<file path="src/rtl/dmem_defs_pkg.sv">
// dmem_defs_pkg: shared encodings for the data memory controller
//   SIZE_BYTE/SIZE_HALF/SIZE_WORD : access size codes (2'b11 is reserved)
//   state_t                       : controller FSM states IDLE/WAIT/RESP
package dmem_defs_pkg;
  localparam logic [1:0] SIZE_BYTE = 2'b00;
  localparam logic [1:0] SIZE_HALF = 2'b01;
  localparam logic [1:0] SIZE_WORD = 2'b10;
  typedef enum logic [1:0] {ST_IDLE, ST_WAIT, ST_RESP} state_t;
endpackage

</file>
<file path="src/rtl/dmem_load_align.sv">
// dmem_load_align: selects the addressed byte/half lane of a 32-bit word and extends it
//   i_word   : aligned word containing the access
//   i_a      : low two address bits (lane select)
//   i_size   : access size; word and reserved codes pass the word through
//   i_signed : 1 sign-extends, 0 zero-extends
//   o_data   : extended load result
module dmem_load_align
  import dmem_defs_pkg::*;
(
  input  logic [31:0] i_word,
  input  logic [1:0]  i_a,
  input  logic [1:0]  i_size,
  input  logic        i_signed,
  output logic [31:0] o_data
);
  logic [31:0] w_shift;
  logic [7:0]  w_b;
  logic [15:0] w_h;
  assign w_shift = i_word >> {i_a, 3'b000};
  assign w_b     = w_shift[7:0];
  assign w_h     = i_a[1] ? i_word[31:16] : i_word[15:0];
  assign o_data  = i_size == SIZE_BYTE ? {{24{i_signed & w_b[7]}}, w_b} :
                   i_size == SIZE_HALF ? {{16{i_signed & w_h[15]}}, w_h} : i_word;
endmodule

</file>
<file path="src/rtl/data_mem_ctrl.sv">
// data_mem_ctrl: little-endian byte-array data memory with req/ready handshake and wait states
//   i_clk, i_rst_n   : clock, async active-low reset
//   i_req / o_ready  : request handshake, accept = i_req && o_ready
//   i_rw, i_size, i_signed, i_addr, i_wdata : access fields, captured on accept
//   o_valid          : one-cycle response pulse, WAIT_CYCLES+1 cycles after accept
//   o_rdata, o_err   : load result and rejection flag, held until the next o_valid
//   Define DMEM_ERR_EN to reject misaligned, reserved-size and out-of-range accesses;
//   otherwise addresses wrap, are forced aligned, and size 2'b11 acts as a word.
module data_mem_ctrl
  import dmem_defs_pkg::*;
#(
  parameter int ADDR_W      = 32,
  parameter int DEPTH_BYTES = 256,
  parameter int WAIT_CYCLES = 1
) (
  input  logic              i_clk,
  input  logic              i_rst_n,
  input  logic              i_req,
  output logic              o_ready,
  input  logic              i_rw,
  input  logic [1:0]        i_size,
  input  logic              i_signed,
  input  logic [ADDR_W-1:0] i_addr,
  input  logic [31:0]       i_wdata,
  output logic [31:0]       o_rdata,
  output logic              o_valid,
  output logic              o_err
);
  localparam int AW = $clog2(DEPTH_BYTES);
  localparam logic [3:0] LAST = 4'(WAIT_CYCLES == 0 ? 0 : WAIT_CYCLES - 1);
  state_t            r_state;
  logic [3:0]        r_cnt;
  logic              r_ready, r_valid, r_err;
  logic [31:0]       r_rdata;
  logic              r_rw, r_signed;
  logic [1:0]        r_size;
  logic [ADDR_W-1:0] r_addr;
  logic [31:0]       r_wdata;
  logic [7:0]        r_mem [DEPTH_BYTES];
  logic              w_idle, w_accept, w_go_resp, w_we, w_err;
  logic              w_rw, w_signed;
  logic [1:0]        w_size;
  logic [ADDR_W-1:0] w_addr;
  logic [31:0]       w_wdata, w_word, w_load;
  logic [AW-1:0]     w_idx, w_a, w_base;
  assign w_idle    = r_state == ST_IDLE;
  assign w_accept  = i_req && r_ready;
  assign w_go_resp = (r_state == ST_WAIT && r_cnt == LAST) || (WAIT_CYCLES == 0 && w_accept);
  // With no wait states the access happens on the accept edge, so use the live inputs
  assign w_rw     = w_idle ? i_rw     : r_rw;
  assign w_size   = w_idle ? i_size   : r_size;
  assign w_signed = w_idle ? i_signed : r_signed;
  assign w_addr   = w_idle ? i_addr   : r_addr;
  assign w_wdata  = w_idle ? i_wdata  : r_wdata;
  assign w_idx    = w_addr[AW-1:0];
`ifdef DMEM_ERR_EN
  assign w_a   = w_idx;
  assign w_err = w_size == 2'b11 || (w_size == SIZE_HALF && w_idx[0]) ||
                 (w_size == SIZE_WORD && w_idx[1:0] != 2'b00) || (w_addr >> AW) != '0;
`else
  assign w_a   = w_size == SIZE_BYTE ? w_idx :
                 w_size == SIZE_HALF ? {w_idx[AW-1:1], 1'b0} : {w_idx[AW-1:2], 2'b00};
  assign w_err = 1'b0;
`endif
  assign w_we   = w_go_resp && w_rw && !w_err;
  assign w_base = {w_a[AW-1:2], 2'b00};
  assign w_word = {r_mem[w_base + AW'(3)], r_mem[w_base + AW'(2)],
                   r_mem[w_base + AW'(1)], r_mem[w_base]};
  dmem_load_align u_align (
    .i_word   (w_word),
    .i_a      (w_a[1:0]),
    .i_size   (w_size),
    .i_signed (w_signed),
    .o_data   (w_load)
  );
  always_ff @(posedge i_clk or negedge i_rst_n)
    if (!i_rst_n) begin
      r_state  <= ST_IDLE;
      r_cnt    <= '0;
      r_ready  <= 1'b0;
      r_valid  <= 1'b0;
      r_err    <= 1'b0;
      r_rdata  <= '0;
      r_rw     <= 1'b0;
      r_size   <= '0;
      r_signed <= 1'b0;
      r_addr   <= '0;
      r_wdata  <= '0;
    end else begin
      r_state <= w_go_resp ? ST_RESP : w_accept ? ST_WAIT : r_state == ST_RESP ? ST_IDLE : r_state;
      r_cnt   <= (r_state == ST_WAIT && !w_go_resp) ? r_cnt + 4'd1 : 4'd0;
      r_ready <= r_state == ST_RESP || (w_idle && !w_accept);
      r_valid <= w_go_resp;
      if (w_accept) begin
        r_rw     <= i_rw;
        r_size   <= i_size;
        r_signed <= i_signed;
        r_addr   <= i_addr;
        r_wdata  <= i_wdata;
      end
      if (w_go_resp) begin
        r_err   <= w_err;
        r_rdata <= (w_rw || w_err) ? 32'd0 : w_load;
      end
    end
  // Array is not reset; writes land on the edge that enters RESP
  always_ff @(posedge i_clk)
    if (w_we) begin
      r_mem[w_a] <= w_wdata[7:0];
      if (w_size != SIZE_BYTE) r_mem[w_a + AW'(1)] <= w_wdata[15:8];
      if (w_size[1]) begin
        r_mem[w_a + AW'(2)] <= w_wdata[23:16];
        r_mem[w_a + AW'(3)] <= w_wdata[31:24];
      end
    end
  assign o_ready = r_ready;
  assign o_valid = r_valid;
  assign o_err   = r_err;
  assign o_rdata = r_rdata;
endmodule

</file>
<file path="config.mk">
export PLATFORM = sky130hd
export DESIGN_NAME = data_mem_ctrl
export DESIGN_NICKNAME = d
export VERILOG_FILES = /design/src/rtl/dmem_defs_pkg.sv /design/src/rtl/dmem_load_align.sv /design/src/rtl/data_mem_ctrl.sv
export SDC_FILE = /design/constraint.sdc
export NUM_CORES = 2
export LEC_CHECK = 0
export BUFFER_PORTS_ARGS = -buffer_cell sky130_fd_sc_hd__buf_2
export CAP_MARGIN = 10
export CORE_AREA = 2 2 614 616
export DETAILED_ROUTE_END_ITERATION = 8
export DIE_AREA = 0 0 616 618
export GPL_ROUTABILITY_DRIVEN = 1
export GPL_TIMING_DRIVEN = 0
export HOLD_SLACK_MARGIN = 0.1
export PLACE_DENSITY = 0.51
export REMOVE_ABC_BUFFERS = 1
export SLEW_MARGIN = 10
export SYNTH_ARGS = -nofsm -noshare
export SYNTH_HDL_FRONTEND = slang
export SYNTH_SLANG_ARGS = --single-unit
</file>
<file path="constraint.sdc">
create_clock -name i_clk -period 6.1 [get_ports i_clk]
set_input_delay 0.915 -clock i_clk [delete_from_list [all_inputs] [get_ports i_clk]]
set_output_delay 0.915 -clock i_clk [all_outputs]
set_load 0.01 [all_outputs]
</file>
==> metrics.md <==
| Metric | Value |
|---|---|
| Gr usage total | `22.5%` |
| Root buf cell | `clkbuf_16` |
| Chip width | `616 um` |
| Nets@finish | `11000` |
| Setup Viol. Count Final | `10` |
| Leading post-synthesis cells by instance count | `edfxtp_1 (2048), nand2_1 (1852), a21oi_1 (1534)` |
| DR vias | `88100` |
| Vias in the first global route | `81300` |
| Core Rows | `225` |
| Mapped Avg Cell Area | `9.85 sq um` |
| Run status | `complete, but fails checks` |
| Pwr/cell area | `608 nW/um^2` |
| DRT iter0 DRCs | `12100` |
| Final core utilization | `34.7%` |
| Critical Path Fanout Max | `34` |
| Total of max-cap violations | `0` |
| Starting density of the core | `29.9%` |
| Share of the synthesized area in the top cell type | `55.0%` |
| Min setup slack post-route | `-0.0710 ns` |
| Core area | `374000 sq um` |
| Ys flop type | `edfxtp_1` |
| Part of the cycle the worst path needs | `101%` |
| Crit path launch type | `register` |
| RSZ-0062 raised after global routing | `yes` |
| Max Slew Vio Count | `0` |
| Worst-Margin Slew | `1.34 ns` |
| Vias per std cell | `5.46` |
| Hold slack | `0.250 ns` |
| Clock Skews | `0.0316 ns` |
| Area grow syn2layout | `16.1%` |
| Die height | `618 um` |
| Pre-Repair DR Iteration Count | `6` |
| Max Freq | `162 MHz` |
| Buffers added on ports | `80` |
| Die footprint | `381000 sq um` |
| Post-synthesis async set-or-reset flop share | `3.94%` |
| LEAKAGE | `47.0 nW` |
| Class of the worst hold path | `primary input to register` |
| Grt ovf | `0` |
| Layout cells sized above 1 | `10.1%` |
| Antenna-violating nets left | `0` |
| Synth Cell Area | `112000 sq um` |
| CTS Sinks | `2132` |
| Final Hold Viols | `0` |
| CTS tree | `yes` |
| Global-route wire length before repair | `619000 um` |
| Count leader, synth | `edfxtp_1` |
| Hpwl dp | `286000 um` |
| Detailed Route WL | `443000 um` |
| Unique cell type count in the Yosys netlist | `97` |
| Max VDD drop | `0.731 mV` |
| DRC viols | `0` |
| Critical path data arrival time | `6.73 ns` |
| IO Count | `106` |
| Cells after synthesis | `11400` |
| Clock Latency Late Sink | `0.92 ns` |
| Initial antenna violation count | `33` |
| Routability Congestion | `0.851` |
| CTS Buf Count | `240` |
| Yosys warnings | `0` |
| Crit end category | `register` |
| Clock tree buffer depth | `3` |
| Slew margin rel. | `10.4%` |
| Final min period | `6.17 ns` |
| Routed len/inst | `27.4 um` |
| Register area share after synthesis | `56.8%` |
| Largest net degree at the start of global routing | `96` |
| Area leader, netlist | `edfxtp_1` |
| Top post-synthesis cells by area | `edfxtp_1 (55%), mux2i_1 (7.9%), a21oi_1 (6.9%), nand2_1 (6.2%), nor2_1 (5.1%)` |
| CTS clock-pin slew for the worst setup and hold paths | `0.06 ns` |
| Post-synth EDFFs | `2048` |
| Failing checks | `setup timing` |
| Crit Path Category | `register to register` |
| CP required | `6.66 ns` |
| Flops & latches, synth | `2132` |
| H-tree levels | `4` |
## worst max-delay path: stages, from the launching register on
cell and delay [ns]:
dfrtp_2 0.76, or2_4 0.53, buf_16 0.32, a21oi_2 0.21, or2_2 0.63, a21oi_1 0.33, nand2_1 0.17, xnor2_1 0.62
nand2_1 0.78, nor3_2 0.92, nor2_1 0.11, nand2_1 0.35
## power by group
part           leakage, nW  total (mW)  internal, mW  switching, mW
registers             19.5        19.6          19.2          0.419
clock network         3.78        14.6          8.13           6.43
logic                 23.8        44.8          13.7           31.1
total                 47.0        78.9          41.0           38.0
## flip-flops by register name, summed over array words and instances, names as in the netlist
| register | count |
|---|---|
| r_mem | 2048 |
| o_rdata | 32 |
| r_wdata | 32 |
| r_addr | 8 |
| r_cnt | 4 |
| r_size | 2 |
| r_state | 2 |
| o_ready | 1 |
| o_valid | 1 |
| r_rw | 1 |
| r_signed | 1 |
## cells in the final DEF, fill, tap and decap left out, types with 33 or more instances in the layout
master and instances:
a21oi_1 1532, a22oi_1 35, a31oi_1 146, a32oi_1 33, buf_12 49, buf_16 195
buf_2 84, clkbuf_1 62, clkbuf_16 240, clkinv_1 53, clkinv_2 43, dfrtp_1 81
edfxtp_1 2048, inv_1 511, mux2_2 49, mux2i_1 858, nand2_1 1791, nand2_2 45
nand3_1 352, nand4_1 96, nor2_1 1499, nor2_2 49, nor3_2 33, nor4_1 45
o21ai_0 320, o21ai_1 74, o221ai_1 43, o22ai_1 156
## cells by family after synthesis
logic type,count (synthesis),synth area share [%]
simple gates,4120,15.3
compound gates,2526,12.6
fa+ha+maj,4,0.0447
other cells,1,0.00335
buf+inv,1596,6.09
flops,2132,56.8
xor+xnor,17,0.140
mux,966,8.99
## path summary, 6_finish.rpt
check	start	endpoint	slack (ns)	cells past startpoint
worst max-delay path	r_state[1]	r_mem[171][0]	-0.07	11
worst min-delay path	i_wdata[24]	r_wdata[24]	0.25	2
worst max register to register	r_state[1]	r_mem[171][0]	-0.07	11
worst min register to register	r_wdata[25]	r_wdata[25]	0.51	1
max in group asynchronous	i_rst_n	o_rdata[22]	4.77	3
min in group asynchronous	i_rst_n	r_wdata[27]	0.48	2
## final cells by class
type                            instances  area, sq um
Multi-Input combinational cell       7635        42800
Inverter                              521         2020
Sequential cell                      2132        63600
Tap cell                             4994         6250
Fill cell                           37000       244000
Timing Repair Buffer                  387         7390
Clock inverter                        130         1270
Clock buffer                          319         6470
Antenna cell                           29         72.6
## layer usage
layer	wire (um)	share of wire (%)	vias up	GRT usage, %
met4	26100	5.9	12	11.9
met3	42900	9.7	980	4.83
met2	199000	45	4651	35.0
met1	175000	39	43100	29.2
met5	71	0.016	-	0
li1	-	-	39400	-
## stage by stage
step                      setup slack [ns]  cells   TNS, ns  area, sq um  power [mW]
after floorplan                     -12.00  10300         -       107000        43.1
after global placement              -43.07  15400         -       114000        51.8
after detailed placement             -1.60  15700  -1359.75       122000        63.1
after CTS                          -0.0176  16100    -0.164       129000        77.6
after global routing                -0.190  16100     -9.47       130000        81.2
final                              -0.0710  16100    -0.550       130000        78.9
## what timing repair did
item	CTS	global route
endpoints found under the setup margin	2727	991
endpoints found under the hold margin	25	0
gates resized for setup	24	64
gates cloned	1	0
pin swaps	3	7
hold buffers	1	0
setup buffers	6	6
No activity file was read; power rests on OpenSTA's default activity.
